`src/rtl/axi_ad9364_dac_tpg.sv`:
```
// DAC test-pattern generator for the AD9364 dac_* interface: zero, table, ramp and PRBS15 sources.
// One registered stage (valid and data on the same edge); no backpressure, pacing set by rate_div.
module axi_ad9364_dac_tpg #(
    parameter int          DATA_WIDTH    = 12,
    parameter int          NUM_CHANNELS  = 2,
    parameter int          PATTERN_DEPTH = 4,
    parameter logic [11:0] INIT_I0       = 12'o2064,
    parameter logic [11:0] INIT_Q0       = 12'o1753,
    parameter logic [11:0] INIT_I1       = 12'o4402,
    parameter logic [11:0] INIT_Q1       = 12'o1337,
    localparam int         AW            = $clog2(PATTERN_DEPTH)
) (
    input  logic                    clk,
    input  logic                    rst,
    input  logic                    enable,
    input  logic [1:0]              mode,
    input  logic                    r1_mode,
    input  logic [3:0]              rate_div,
    input  logic [AW:0]             pat_len,
    input  logic                    pat_wr,
    input  logic [AW-1:0]           pat_addr,
    input  logic [2*DATA_WIDTH-1:0] pat_wdata,
    output logic                    dac_valid,
    output logic [DATA_WIDTH-1:0]   dac_data_i1,
    output logic [DATA_WIDTH-1:0]   dac_data_q1,
    output logic [DATA_WIDTH-1:0]   dac_data_i2,
    output logic [DATA_WIDTH-1:0]   dac_data_q2,
    output logic                    dac_r1_mode,
    output logic                    pat_wrap,
    output logic [31:0]             sample_count
);

    typedef enum logic [1:0] {
        MODE_ZERO  = 2'd0,
        MODE_TABLE = 2'd1,
        MODE_RAMP  = 2'd2,
        MODE_PRBS  = 2'd3
    } mode_e;

    localparam logic [DATA_WIDTH-1:0] L_I0      = DATA_WIDTH'(INIT_I0);
    localparam logic [DATA_WIDTH-1:0] L_Q0      = DATA_WIDTH'(INIT_Q0);
    localparam logic [DATA_WIDTH-1:0] L_I1      = DATA_WIDTH'(INIT_I1);
    localparam logic [DATA_WIDTH-1:0] L_Q1      = DATA_WIDTH'(INIT_Q1);
    localparam logic [14:0]           LFSR_SEED = 15'h7FFF;

    logic [2*DATA_WIDTH-1:0] r_tab [PATTERN_DEPTH];

    logic                  r_en_d;
    logic                  r_run;
    mode_e                 r_cfg_mode;
    logic                  r_cfg_r1;
    logic [3:0]            r_cfg_rate;
    logic [AW-1:0]         r_last_idx;
    logic [3:0]            r_rate_cnt;
    logic [AW-1:0]         r_index;
    logic [DATA_WIDTH-1:0] r_ramp;
    logic [14:0]           r_lfsr;
    logic                  r_valid;
    logic                  r_wrap;
    logic [DATA_WIDTH-1:0] r_i1;
    logic [DATA_WIDTH-1:0] r_q1;
    logic [DATA_WIDTH-1:0] r_i2;
    logic [DATA_WIDTH-1:0] r_q2;
    logic [31:0]           r_count;

    logic                  w_start;
    logic                  w_tick;
    logic                  w_two_ch;
    logic                  w_wrap;
    logic [AW-1:0]         w_len_last;
    logic [14:0]           w_lfsr_step;
    logic [DATA_WIDTH-1:0] w_i1;
    logic [DATA_WIDTH-1:0] w_q1;

    // r_en_d resets high so an enable held through reset does not count as a rise.
    assign w_start     = enable && !r_en_d;
    assign w_tick      = r_run && (r_rate_cnt == r_cfg_rate);
    assign w_two_ch    = (NUM_CHANNELS == 2) && !r_cfg_r1;
    assign w_lfsr_step = {r_lfsr[13:0], r_lfsr[14] ^ r_lfsr[13]};

    // Last played table index: 0 -> one entry, anything >= DEPTH -> whole table.
    always_comb begin
        w_len_last = pat_len[AW-1:0] - AW'(1);
        if (pat_len[AW]) begin
            w_len_last = '1;
        end else if (pat_len[AW-1:0] == '0) begin
            w_len_last = '0;
        end
    end

    always_comb begin
        w_i1   = '0;
        w_q1   = '0;
        w_wrap = 1'b0;
        case (r_cfg_mode)
            MODE_TABLE: begin
                {w_i1, w_q1} = r_tab[r_index];
                w_wrap       = (r_index == r_last_idx);
            end
            MODE_RAMP: begin
                w_i1 = r_ramp;
                w_q1 = ~r_ramp;
            end
            MODE_PRBS: begin
                w_i1 = w_lfsr_step[DATA_WIDTH-1:0];
                w_q1 = ~w_lfsr_step[DATA_WIDTH-1:0];
            end
            default: begin
                w_i1 = '0;
                w_q1 = '0;
            end
        endcase
    end

    // Table reads in the sample path see the pre-write contents on a same-cycle write.
    always_ff @(posedge clk) begin
        if (rst) begin
            for (int k = 0; k < PATTERN_DEPTH; k++) begin
                r_tab[k] <= '0;
            end
            r_tab[0] <= {L_I0, L_Q0};
            r_tab[1] <= {L_I1, L_Q1};
        end else if (pat_wr) begin
            r_tab[pat_addr] <= pat_wdata;
        end
    end

    always_ff @(posedge clk) begin
        if (rst) begin
            r_en_d     <= 1'b1;
            r_run      <= 1'b0;
            r_cfg_mode <= MODE_ZERO;
            r_cfg_r1   <= 1'b1;
            r_cfg_rate <= '0;
            r_last_idx <= '0;
            r_rate_cnt <= '0;
            r_index    <= '0;
            r_ramp     <= '0;
            r_lfsr     <= LFSR_SEED;
            r_valid    <= 1'b0;
            r_wrap     <= 1'b0;
            r_i1       <= '0;
            r_q1       <= '0;
            r_i2       <= '0;
            r_q2       <= '0;
            r_count    <= '0;
        end else begin
            r_en_d <= enable;
            if (!enable) begin
                r_run      <= 1'b0;
                r_valid    <= 1'b0;
                r_wrap     <= 1'b0;
                r_rate_cnt <= '0;
                r_index    <= '0;
                r_ramp     <= '0;
                r_lfsr     <= LFSR_SEED;
            end else if (w_start) begin
                r_run      <= 1'b1;
                r_cfg_mode <= mode_e'(mode);
                r_cfg_r1   <= (NUM_CHANNELS == 1) ? 1'b1 : r1_mode;
                r_cfg_rate <= rate_div;
                r_last_idx <= w_len_last;
                r_rate_cnt <= '0;
                r_valid    <= 1'b0;
                r_wrap     <= 1'b0;
                r_count    <= '0;
            end else if (r_run) begin
                r_valid <= w_tick;
                r_wrap  <= w_tick && w_wrap;
                if (w_tick) begin
                    r_rate_cnt <= '0;
                    r_i1       <= w_i1;
                    r_q1       <= w_q1;
                    r_i2       <= w_two_ch ? ~w_i1 : '0;
                    r_q2       <= w_two_ch ? ~w_q1 : '0;
                    if (r_count != 32'hFFFF_FFFF) begin
                        r_count <= r_count + 32'd1;
                    end
                    if (r_cfg_mode == MODE_TABLE) begin
                        r_index <= w_wrap ? '0 : r_index + AW'(1);
                    end
                    if (r_cfg_mode == MODE_RAMP) begin
                        r_ramp <= r_ramp + DATA_WIDTH'(1);
                    end
                    if (r_cfg_mode == MODE_PRBS) begin
                        r_lfsr <= w_lfsr_step;
                    end
                end else begin
                    r_rate_cnt <= r_rate_cnt + 4'd1;
                end
            end
        end
    end

    assign dac_valid    = r_valid;
    assign dac_data_i1  = r_i1;
    assign dac_data_q1  = r_q1;
    assign dac_data_i2  = r_i2;
    assign dac_data_q2  = r_q2;
    assign dac_r1_mode  = r_cfg_r1;
    assign pat_wrap     = r_wrap;
    assign sample_count = r_count;

endmodule

```
`config.mk`:
```
export PLATFORM = sky130hd
export DESIGN_NAME = axi_ad9364_dac_tpg
export DESIGN_NICKNAME = d
export VERILOG_FILES = /design/src/rtl/axi_ad9364_dac_tpg.sv
export SDC_FILE = /design/constraint.sdc
export NUM_CORES = 1
export LEC_CHECK = 0
export CORE_MARGIN = 3
export CORE_UTILIZATION = 47
export CTS_CLUSTER_SIZE = 30
export DETAILED_ROUTE_END_ITERATION = 8
export PLACE_DENSITY_LB_ADDON = 0.2
export SETUP_SLACK_MARGIN = 0.1
export SYNTH_ARGS = -nofsm -noshare
export SYNTH_HDL_FRONTEND = slang
export SYNTH_SLANG_ARGS = --single-unit
```
`constraint.sdc`:
```
create_clock -name clk -period 2.08 [get_ports clk]
set_input_delay 0.416 -clock clk [delete_from_list [all_inputs] [get_ports clk]]
set_output_delay 0.416 -clock clk [all_outputs]
set_load 0.01 [all_outputs]
```
Yosys cells after proc, flatten, opt, wreduce, memory -nomap -nowiden
Memory sizes are Yosys's and may differ from the RTL's. A register that Yosys moved wholly into a read port is not among the register bits. Cells that the tools add are included.

Register bits after elaboration: 126. RAM bits: 96. Input port bits: 40. Output and inout port bits: 83. Logic and storage cells: 80. Memories: 1.

Add/sub/neg operators: 5. Equality and inequality tests: 6. Muxes and demuxes: 25. Bitwise gates (word level): 9. Reduce and logical (&&, ||, !) cells: 17.

Memories: r_tab (words 4, bits a word 24, read ports 1, clocked after Yosys merged registers in 1, wr ports 4, RTL line 46) `logic [2*DATA_WIDTH-1:0] r_tab [PATTERN_DEPTH];`.

Operators by type and width (number): 2-to-1 mux 32 bit (4); 2-to-1 mux 24 bit (3); case mux 12 bit (3 select lines) (2); inverter 12 bit (4); adder 32 x 1 -> 32 bit (second input constant) (1); != test 32 bit (second input constant) (1); 2-to-1 mux 12 bit (2); OR reduction 24 bit (1); AND reduction 4 bit (5); adder 12 x 1 -> 12 bit (second input constant) (1); 2-to-1 mux 2 bit (6); 2-to-1 mux 1 bit (7); nonzero test 2 bit (3); adder 4 x 1 -> 4 bit (second input constant) (1); equality test 2 bit (second input constant) (2); equality test 4 bit (1); 2-to-1 mux 4 bit (1); logical AND 1 bit (3); OR reduction 3 bit (1); adder 2 x 1 -> 2 bit (second input constant) (1); equality test 2 x 1 -> 1 bit (second input constant) (1); equality test 2 bit (1); logical NOT 2 bit (1); inverter 1 bit (2); other kinds (6) (7).

Logic depth before layout (Yosys ltp)
Gate-level depths: netlist (run 1).

Depth in word-level cells: 6. Depth in mapped cells: 9. Mapped depth without buffers: 5.

Least setup slack after synthesis (run 1)
OpenSTA, ideal clock, no wires.

Kind: input-to-reg. Start point: input rst. End point: memory r_tab[0][0] (netlist name), enable pin. Setup time: 0.358 ns. Arrival: 1.847 ns. Data required time: 1.722 ns. Setup slack: -0.125 ns. Stages: 3. Buffers on the path: 1. Path through: nor4b_1 -> clkbuf_1 -> or2_2.

RTL lines: start, declared (RTL line 14) `input logic rst,`; end, declared (RTL line 46).

Worst setup path in the final report (run 1)
Start point: register r_count[17], in the netlist sample_count[17]. End point: output sample_count[17].

RTL lines: start, declared (RTL line 64) `logic [31:0] r_count;`; start signal, assigned (RTL line 177) `r_count <= r_count + 32'd1;`; end, declared (RTL line 30) `output logic [31:0] sample_count`.

No word-level cell between the ends.

==> results.txt, run 1 <==
- Area taken by multi-input logic gates: 4200 um2
* Netlist cell types: 54
* Final clock period utilization by the worst path: between 90% and 100%
- In the final layout, the share of cells above drive strength 1 is roughly 18%.
- The run finished with clean final reports.
- Most common library cells after synthesis: sky130_fd_sc_hd__dfxtp_1 (128), sky130_fd_sc_hd__edfxtp_1 (96), sky130_fd_sc_hd__nor2_1 (86), sky130_fd_sc_hd__and2_1 (77), sky130_fd_sc_hd__nand2_1 (66)
- Antenna Violating Nets Remaining: 0
- The number of pins exceeding their max-slew limit in the final report was 0.
- Final-report hold violation count: 0
* Clock tree from TritonCTS: done
- Sinks on Clock Net: 224
- DRT iter0 DRCs: 445
* Setup Fix Bufs, Post-CTS: 0
- The final layout contains 1,087 nets.
* Maximum clock frequency: around 520 MHz
- After clock tree synthesis, the flow added hold-fix buffers numbering 0.
- Cells fill between 60% and 70% of the core in the end.
- After detailed placement, the total cell area comes to between 10,000 and 15,000 um2.
- Ant diodes: 0
- H-Tree Depth: 1
- Kind of launch point of the worst setup path: flop
* Post-synthesis cell count: about 900
- The most critical setup path has its startpoint at sample_count[17]$_SDFFE_PP0P_.
* Critical hold path startpoint: rst
- Ranking of synthesized cells by area: sky130_fd_sc_hd__edfxtp_1 (29%), sky130_fd_sc_hd__dfxtp_1 (26%), sky130_fd_sc_hd__mux4_2 (5.5%)
- Number of top-level pins: approximately 120
* Master cell of the clock root buffer: sky130_fd_sc_hd__clkbuf_16
- DRT Pass-1 Iters: 5
* Area grow syn2layout: 29.0%
* Total number of vias: 7,290
- Setup repair after global routing could not meet its margin everywhere.
- Drt wl/cell: 18.2 um
* Final routed DRC violation total: 0
* Maximum number of pins on one net before global-route repair: 60
* Fill count: between 1,500 and 2,000
- For this design the static power due to leakage is roughly 4.5 nW.
- Once the floorplan was initialized, standard cells occupied approximately half of the core.
* Vias per cell: ~5.5
- The core region is between 20,000 and 25,000 um2.
* Overall Power: ~0.0095 W
- Largest area contributor in the synthesized netlist: sky130_fd_sc_hd__edfxtp_1
- Count of final setup violators: 0
* # port buffers: approximately 120
- At the pin with the least slew margin, the transition time is around 0.58 ns.
- Sequential Area: ~5500 um2
- Element type at the critical path end: primary output
- The floorplan has 52 rows.
- Chip height: 151 um
- The clock reaches the later pin of the worst-skew pair after roughly 0.52 ns.
* Worst-path fanout max: 5
- Average instance area after synthesis: approximately 11 um2
- Die Outline Area: 22,800 um2
- Max-capacitance violation count: 0
- Number of enable-type register cells in the synthesized netlist: 96
- Required time at the endpoint of the critical path: around 1.7 ns
* Class of the most critical hold timing path: input port to flop
* Weighted congestion reported at the end of routability-driven placement: between 0.8 and 0.9
* Arrival time reported for the critical path endpoint: between 1.5 and 2 ns
- After synthesis, the largest area contributor takes up between 20 and 30% of total cell area.
- Largest clock skew in the final design: ~0.0076 ns
- The die is 151 um wide.
- Total Routed Length: 24,200 um
* Clock buffers created by TritonCTS: 24
- Counting flops and latches in the post-synthesis netlist gives 224.
- For this run, the number of Yosys warnings is 0.
* Most used standard cell by instance count after synthesis: sky130_fd_sc_hd__dfxtp_1
* Hpwl dp: around 16,000 um
* Worst Setup Path Type: flop to primary output
- The synthesized netlist occupies a cell area of 9880 um2.
- For this run, asynchronously set or reset flops after synthesis account for 0%.
* Peak supply drop: around 0.6 mV
- Worst-case headroom to the max-slew limit: 61.0%
* Clk pin slew, worst setup/hold paths: 0.06 ns
- For the finished layout, the period the worst path requires is roughly 1.9 ns.
- Overall overflow remaining after global route: 0
- Power density of the placed cells: 748 nW/um2
* Deepest clock path buffer count: 3
* Post-synthesis net count: slightly above 900
* Cell area after layout: roughly 13,000 um2
* Antenna violations before repair: 0
- The via count of the first global-routing pass was ~7,300.
- Setup slack on the worst flop-to-flop path: about 0.19 ns
- Sequential-to-total area share from yosys stat: between 50% and 60%
* Launching point of the worst reg2reg path: r_rate_cnt[2]$_SDFFE_PP0P_
- The first global-routing pass estimated around 39,000 um of wire.
- In the global route stage, overall resource usage came out at a little over a fifth.
* Primary flip-flop cell chosen by synthesis mapping: sky130_fd_sc_hd__dfxtp_1
==> layout make-up <==
cell class / count / share of cell area, %
flip-flops and latches: 224 / 42.8
multi-input cells: 591 / 33.0
repair buffers: 194 / 15.2
clock buffers: 35 / 5.51
well taps: 270 / 2.65
clock inverters: 8 / 0.619
inverters: 9 / 0.265
==> sequential cells by signal, summed over array words and instances (netlist names), 2 cells and up, named ones only <==
register	flops
dac_data_q1	12
r_cfg_mode	2
sample_count	32
r_lfsr	15
r_index	2
dac_data_i2	12
r_tab	96
r_last_idx	2
r_rate_cnt	4
dac_data_i1	12
r_cfg_rate	4
r_ramp	12
dac_data_q2	12
==> cells by family (layout without fill, tap and decap cells) <==
family | count (synthesis) | after routing | synth area share (%)
fa+ha+maj | 3 | 3 | 0.380
flops | 224 | 224 | 55.1
mux | 57 | 57 | 8.96
compound gates | 142 | 142 | 9.45
buf+inv | 73 | 246 | 3.36
simple gates | 371 | 371 | 21.1
xor+xnor | 18 | 18 | 1.60
==> worst max-delay path, stage by stage, from the launching register on <==
cell,delay (ns)
sky130_fd_sc_hd__dfxtp_1,0.33
sky130_fd_sc_hd__buf_4,0.13
sky130_fd_sc_hd__clkdlybuf4s50_1,0.54
==> through the flow <==
stage	hold WS [ns]	TNS (ns)	setup WS, ns	instances
after floorplan	0.441	0	0.116	888
after global placement	0.446	-10.93	-0.245	1288
after detailed placement	0.449	-13.33	-0.290	1288
after CTS	0.425	0	0.105	1331
after global routing	0.452	0	0.0929	1331
final	0.438	0	0.141	1331
==> placed cells by master (no fill, tap or decap), types with 9 or more instances in the layout <==
master and count:
sky130_fd_sc_hd__or3_1 12, sky130_fd_sc_hd__a22oi_1 33, sky130_fd_sc_hd__mux4_2 24, sky130_fd_sc_hd__buf_4 59, sky130_fd_sc_hd__nand2b_1 26, sky130_fd_sc_hd__mux2_2 11
sky130_fd_sc_hd__nor2_1 86, sky130_fd_sc_hd__o31ai_1 20, sky130_fd_sc_hd__nand4_1 12, sky130_fd_sc_hd__dfxtp_1 122, sky130_fd_sc_hd__clkdlybuf4s50_1 113, sky130_fd_sc_hd__buf_12 13
sky130_fd_sc_hd__and2_1 77, sky130_fd_sc_hd__edfxtp_1 96, sky130_fd_sc_hd__xnor2_1 14, sky130_fd_sc_hd__a211oi_1 23, sky130_fd_sc_hd__nor3_1 9, sky130_fd_sc_hd__a21oi_1 47
sky130_fd_sc_hd__or4_1 22, sky130_fd_sc_hd__clkbuf_16 24, sky130_fd_sc_hd__nand3_1 15, sky130_fd_sc_hd__nand2_1 66, sky130_fd_sc_hd__mux2i_1 22
==> routing by layer <==
layer	routed length (um)	global-route usage (%)
met1	10600	29.3
met5	0	0
met2	11500	35.1
met3	1480	4.10
met4	585	5.39
==> what timing repair did <==
action                     CTS  global route
resized for setup            3            21
setup endpoints to repair   16            35
gates cloned                 0             0
==> power breakdown <==
group          total [W]  switching (W)  internal (W)
Sequential       0.00479      0.0000502       0.00474
Clock            0.00415        0.00169       0.00246
Combinational   0.000583       0.000310      0.000273
Total            0.00953        0.00205       0.00748
==> final timing paths <==
path | to | depth (start not counted)
max | sample_count[17] | 2
min | dac_data_q2[4]$_SDFFE_PP0P_ | 3
max reg2reg | sample_count[8]$_SDFFE_PP0P_ | 6
min reg2reg | dac_valid$_SDFFE_PP0P_ | 1
Power figures use the tool's default switching activity.
==> inputs of run 2 (changes only) <==
CORE_MARGIN = 1.5   (was 3)
CTS_CLUSTER_DIAMETER = 40   (was default)
==> results.txt, run 2 (synthesized netlist as in run 1, its figures left out) <==
- The starting DRC count in detailed routing is 470 (+5.6%).
- Hpwl dp: 16,900 um (+2.8%)
- The post-route minimum period came to 1.93 ns (-0.00510 ns).
* Antenna violations before repair: 0 (unchanged)
* Weighted congestion reported at the end of routability-driven placement: 0.807 (-2.0%)
- The number of buffer and inverter instances along the worst setup path is 1 (-1).
- Worst Setup Path Type: flop to primary output
* Deepest clock path buffer count: 3 (unchanged)
- Fill count: 1,616 (-2.7%)
- Number of top-level pins: 123 (unchanged)
* Vias per cell: 5.59 (+2.0%)
* Power density of the placed cells: 818 nW/um2 (+9.5%)
- Maximum clock frequency: 517 MHz (+0.26%)
- Among cell families on the critical path, the largest total delay comes from buffers and inverters.
- Most used cells in the layout excluding fill and tap cells: sky130_fd_sc_hd__dfxtp_1 (120), sky130_fd_sc_hd__clkdlybuf4s50_1 (110), sky130_fd_sc_hd__edfxtp_1 (96)
- Setup repair after global routing could not meet its margin everywhere.
- Clock buffers created by TritonCTS: 30 (+25%)
* Worst path cell trace: clkdlybuf4s50_1
* Antenna Violating Nets Remaining: 0 (unchanged)
* Net switching power: 0.00250 W (+22%)
- The CTS H-tree depth was 1 (unchanged).
- The part of the total power dissipated in the clock network is 49.7% (+6.1 points).
- Overall overflow remaining after global route: 0 (unchanged)
- Class of the most critical hold timing path: input port to flop
* Area grow syn2layout: 32.8%
- Total number of vias: 7,529 (+3.3%)
- The internal power was 0.00824 W (+10%).
- Static Leakage: 4.62 nW (+3.9%)
* Worst-case headroom to the max-slew limit: 51.5% (-9.5 points)
- The via count of the first global-routing pass is 7,305 (+0.50%).
* Logic pwr share: 5.6% (-0.5 points)
* Sequential Power Share: 44.7% (-5.6 points)
- The DRC violation count after routing came to 0 (unchanged).
* Arrival time reported for the critical path endpoint: 1.52 ns (about the same)
- The largest fanout of any net on the critical path was 2 (-3).
- # port buffers: 122 (unchanged)
- The effective utilization at floorplan came to 48.4% (unchanged).
* Die Width: 148 um (-2.0%)
* Switching fraction of total power: 23.3% (+1.8 points)
- Worst setup slack after layout: 0.146 ns (+0.00510 ns)
* Count of final setup violators: 0 (unchanged)
- The share of post-route cells with drive strength above 1 is 19.8% (+1.9 points).
- r_tab holds more flip-flops than any other register.
- Peak supply drop: 0.596 mV (-3.6%)
- The clock sink count is 224 (unchanged).
- The number of max-cap violations is 0 (unchanged).
- The clock-pin slew on the worst setup and hold paths was 0.06 ns (about the same).
- The total die area came to 21,900 um2 (-3.9%).
- The largest clock skew in the final design is 0.0224 ns (+0.0148 ns).
* DRT Pass-1 Iters: 5 (unchanged)
- Max reg flops: 96 (unchanged)
- Ant diodes: 0 (unchanged)
* Element type at the critical path end: primary output
- The number of pins exceeding their max-slew limit in the final report came to 0 (unchanged).
* Maximum number of pins on one net before global-route repair: 46 (-23%)
- The utilization after layout is 64.2% (+1.8 points).
* Overall global routing resource usage: 23.1% (+1.8 points)
- Master cell of the clock root buffer: sky130_fd_sc_hd__clkbuf_16
* Delay contributed by the slowest stage of the critical path: 0.56 ns (+0.02 ns)
* Result of the run: complete, no violations
- The worst setup slack before clock tree synthesis came to -0.268 ns (+0.0215 ns).
- The clock latency at the later pin of the worst-skew pair was 0.55 ns (+0.03 ns).
- The standard-cell row count was 52 (unchanged).
* Kind of launch point of the worst setup path: flop
* Final clock period utilization by the worst path: 93.0% (-0.25 points)
- The area inside the core boundary came to 20,400 um2 (unchanged).
- The number of nets in the layout is 1,097 (+0.92%).
* First-pass GRT wire length: 39,800 um (+3.2%)
* Chip height: 148 um (-2.0%)
- Clock tree from TritonCTS: done
- On the critical path, the stage with the largest delay is an instance of sky130_fd_sc_hd__clkdlybuf4s50_1.
- The sum of negative setup slack is 0 ns (unchanged).
* Most common cell after layout, fill and taps aside: sky130_fd_sc_hd__dfxtp_1
- Drt wl/cell: 19.1 um (+5.1%)
* Final-report hold violation count: 0 (unchanged)
* Slew @ Worst Pin: 0.725 ns (+0.141 ns)
- The number of buffers inserted by hold repair at cts came to 0 (unchanged).
- The worst path required time is 1.66 ns (about the same).
- Total Routed Length: 25,700 um (+6.4%)
-- run 2: cell types whose count changed in the layout (fill, tap and decap cells not counted), sizes merged, moves of 2 or more --
cell / previous run / this run
buf: 73 / 75
clkdlybuf4s50: 113 / 110
clkinv: 7 / 9
dlygate4sd2: 1 / 7
dlymetal6s2s: 7 / 4
inv: 9 / 19
-- run 2: worst paths after layout --
kind,to,startpoint,slack [ns],depth (start not counted)
worst min register to register,sample_count[5]$_SDFFE_PP0P_,sample_count[5]$_SDFFE_PP0P_,0.47,2
worst min-delay path,r_cfg_rate[3]$_SDFFE_PP0P_,rate_div[3],0.43,3
worst max register to register,sample_count[24]$_SDFFE_PP0P_,sample_count[25]$_SDFFE_PP0P_,0.19,5
worst max-delay path,dac_data_q2[0],dac_data_q2[0]$_SDFFE_PP0P_,0.15,1
-- run 2: cell type report --
cell class	instances	area [um2]	share of cell area, %
clock inverter	22	239	1.82
multi-input combinational	592	4220	32.2
sequential	224	5460	41.6
clock buffer	34	830	6.32
tap	270	338	2.58
inverter	9	33.8	0.258
timing repair buffer	197	2000	15.2
-- run 2: power by group through the flow --
| stage | logic (W) | clock network, W | registers [W] |
|---|---|---|---|
| CTS | 0.000600 | 0.00542 | 0.00479 |
| detailed placement | 0.000596 | 0 | 0.00489 |
| finish | 0.000606 | 0.00534 | 0.00479 |
| global route | 0.000649 | 0.00561 | 0.00481 |
| floorplan | 0.000282 | 0 | 0.00487 |
| global placement | 0.000590 | 0 | 0.00488 |
-- run 2: repair_timing --
item | CTS | global route
endpoints found under the setup margin | 22 | 61
gates cloned | 0 | 2
pin swaps | 0 | 3
resized for setup | 10 | 21
buffers inserted | 0 | 3
-- run 2: metal layers --
metal	routed length [um]	part of all wire, %	up-vias	track usage (%)
met3	1340	5.2	38	3.70
met1	11500	45	3698	32.0
met5	0	0	-	0
li1	-	-	3592	-
met4	546	2.1	0	5.50
met2	12400	48	201	38.2
-- run 2: through the flow --
stage | power, W | area, um2 | hold slack, ns | instances
floorplan | 0.00515 | 9890 | 0.441 | 888
global placement | 0.00547 | 11900 | 0.442 | 1287
detailed placement | 0.00548 | 11900 | 0.455 | 1287
CTS | 0.0108 | 13000 | 0.404 | 1343
global route | 0.0111 | 13100 | 0.431 | 1348
finish | 0.0107 | 13100 | 0.429 | 1348
==> inputs of run 3 (changes only) <==
clock period = 2.17 ns   (was 2.08 ns; I/O delays follow)
==> results.txt, run 3 (synthesized netlist as in run 1, its figures left out) <==
- Result of the run: complete, no violations
- The number of nets in the layout was 1,086 (-1.0%).
* Antenna violations before repair: 0 (unchanged)
- The smallest hold slack is 0.381 ns (-0.0473 ns).
- Leaving out fill and tap cells, the most frequent cell in the layout is sky130_fd_sc_hd__dfxtp_1.
- Weighted congestion reported at the end of routability-driven placement: 0.826 (+2.3%)
- Shortest clock period the worst path allows after layout: roughly 2 ns
* Logic pwr share: 5.2% (-0.4 points)
* # port buffers: 122 (unchanged)
- Max-capacitance violation count: 0 (unchanged)
* Static Leakage: 4.44 nW (-4.0%)
- Delay contributed by the slowest stage of the critical path: 0.59 ns (+0.03 ns)
* Sinks on Clock Net: 224 (unchanged)
- In this design, the largest share of critical-path delay is due to buffers and inverters.
- Drt wl/cell: 18.4 um (-3.4%)
* Chip height: 148 um (unchanged)
- Total met3 wirelength after detailed routing: 1600 um (+19%)
- The number of flip-flops in the largest register was 96 (unchanged).
- Number of top-level pins: 123 (unchanged)
* Clock buffers created by TritonCTS: 34 (+13%)
* First-pass GRT wire length: 39,500 um (-0.76%)
* Overall overflow remaining after global route: 0 (unchanged)
- Hpwl dp: 16,400 um (-2.9%)
- The part of the total power dissipated in the clock network was 51.6% (+1.9 points).
- Number of buffers and inverters on the critical path: 1 (unchanged)
- The area of all placed cells without fillers was 13,000 um2 (-1.1%).
- On the critical path, the stage with the largest delay is an instance of sky130_fd_sc_hd__clkdlybuf4s50_1.
- The maximum vdd ir drop was 0.537 mV (-9.8%).
* Placed insts: 1,277 (-0.78%)
- The critical path is of the flop to primary output type.
- The switching power is 0.00244 W (-2.4%).
* Worst hold path stage count: 2 (-1)
- Deepest clock path buffer count: 3 (unchanged)
* Internal cell power: 0.00820 W (-0.47%)
- The worst setup margin is 0.185 ns (+0.0398 ns).
* Final non-filler cell total: 1,338 (-0.74%)
- Ant diodes: 0 (unchanged)
* Pins over their slew limit: 0 (unchanged)
* Worst-path fanout max: 5 (+3)
- The worst path required time is 1.74 ns (+0.08 ns).
- Overall global routing resource usage: 23.1% (about the same)
- The depth of the worst register-to-register path is 4 (-1).
* Count of final setup violators: 0 (unchanged)
* Vias per cell: 5.55 (-0.59%)
* Worst-case headroom to the max-slew limit: 54.5% (+3.0 points)
* Count of hold buffers inserted by post-cts repair: 0 (unchanged)
- Most used cells in the layout excluding fill and tap cells: sky130_fd_sc_hd__dfxtp_1 (128), sky130_fd_sc_hd__clkdlybuf4s50_1 (121), sky130_fd_sc_hd__edfxtp_1 (96)
- The switching part of the total power was 23.0% (-0.34 points).
- Placeable Area: 20,400 um2 (unchanged)
- The part of the power in registers came to 43.2% (-1.5 points).
- The transition time at the pin with the least slew margin is 0.680 ns (-0.0445 ns).
* DRT Pass-1 Iters: 7 (+2)
- Derived from the worst setup path, the maximum achievable clock frequency is just over 500 MHz.
* Final routed DRC violation total: 0 (unchanged)
- Total number of vias: 7,429 (-1.3%)
- The final critical path takes up between 90% and 100% of the cycle.
* Kind of launch point of the worst setup path: flop
* Clk pin slew, worst setup/hold paths: 0.04 ns (-0.02 ns)
- Initial Util: 48.4% (unchanged)
- The length of routed wiring on met1 is 11,000 um (-4.7%).
* Setup TNS: 0 ns (unchanged)
* Antenna Violating Nets Remaining: 0 (unchanged)
- The clock latency at the later pin of the worst-skew pair is 0.52 ns (-0.03 ns).
- Largest clock skew in the final design: 0.0323 ns (+0.00986 ns)
* Element type at the critical path end: primary output
* Number of core rows: 52 (unchanged)
- Clock tree from TritonCTS: done
- The worst setup slack before clock tree synthesis is -0.247 ns (+0.0213 ns).
- Share of layout cells above drive strength 1: 17.5% (-2.2 points)
* Fill count: 1,657 (+2.5%)
- Routed length on met2: 11,500 um (-6.7%)
- Worst path cell trace: clkdlybuf4s50_1
- The total die area is 21,900 um2 (unchanged).
* Register with the highest flop count: r_tab
- Instance count on the critical path: 1 (unchanged)
* Total Routed Length: 24,700 um (-4.1%)
- The largest net degree at the start of global routing came to 49 (+6.5%).
- Die Width: 148 um (unchanged)
- In this run the clock root is driven by a sky130_fd_sc_hd__clkbuf_16.
- Area grow syn2layout: 31.3%
- The via count of the first global-routing pass came to 7,186 (-1.6%).
- The critical path arrival was 1.55 ns (+0.03 ns).
* Power density of the placed cells: 820 nW/um2 (+0.21%)
- Unrepaired setup endpoints after global routing: false
- Final-report hold violation count: 0 (unchanged)
- The total setup buffers inserted after CTS came to 0 (unchanged).
- The instance area at placement is 11,800 um2 (-1.1%).
* Class of the most critical hold timing path: input port to flop
- H-Tree Depth: 2 (+1)
- The starting DRC count in detailed routing was 516 (+9.8%).
- The highest metal layer carrying signal wires in the routed design is met4.
run 3: cell count changes in the layout (fill, tap and decap cells not counted), sizes merged:
cell / previous run / this run
buf: 75 / 62
clkdlybuf4s50: 110 / 121
dlygate4sd2: 7 / 0
clkbuf: 35 / 40
dlymetal6s2s: 4 / 0
clkinv: 9 / 7
and4: 9 / 8
bufinv: 2 / 3
clkinvlp: 1 / 2
inv: 19 / 18
run 3: timing repair:
item	in CTS	in global routing
endpoints found under the setup margin	1	16
gates resized for setup	1	4
cloned	0	0
run 3: final timing paths:
path	startpoint	to	slack (ns)
worst max register to register	flop	dac_data_i2[0]$_SDFFE_PP0P_	0.19
worst max-delay path	dac_r1_mode$_SDFFE_PP1P_	dac_r1_mode	0.19
worst min-delay path	rst	r_cfg_rate[3]$_SDFFE_PP0P_	0.38
worst min register to register	dac_valid$_SDFFE_PP0P_	dac_valid$_SDFFE_PP0P_	0.46
run 3: cell type report:
| class | count | area [um2] | share of cell area [%] |
|---|---|---|---|
| tap | 270 | 338 | 2.60 |
| multi-input combinational | 591 | 4170 | 32.2 |
| sequential | 224 | 5450 | 42.0 |
| timing repair buffer | 183 | 1820 | 14.1 |
| clock inverter | 21 | 264 | 2.04 |
| inverter | 9 | 33.8 | 0.260 |
| clock buffer | 40 | 893 | 6.89 |
run 3: routing by layer:
layer	vias up	global-route usage [%]
li1	3576	-
met1	3588	31.5
met2	218	37.1
met3	47	4.72
met4	0	7.62
met5	-	0
run 3: through the flow:
step | total power (W) | util [%]
2_1_floorplan | 0.00494 | -
3_3_place_gp | 0.00522 | 57.8
3_5_place_dp | 0.00523 | 57.8
4_1_cts | 0.0107 | 63.4
5_1_grt | 0.0110 | 63.5
6_report | 0.0106 | 63.5
run 3: power groups by stage:
stage | registers, W | logic (W) | clock network [W]
2_1_floorplan | 0.00467 | 0.000269 | 0
3_3_place_gp | 0.00468 | 0.000543 | 0
3_5_place_dp | 0.00468 | 0.000547 | 0
4_1_cts | 0.00459 | 0.000551 | 0.00557
5_1_grt | 0.00461 | 0.000592 | 0.00575
6_report | 0.00459 | 0.000550 | 0.00549
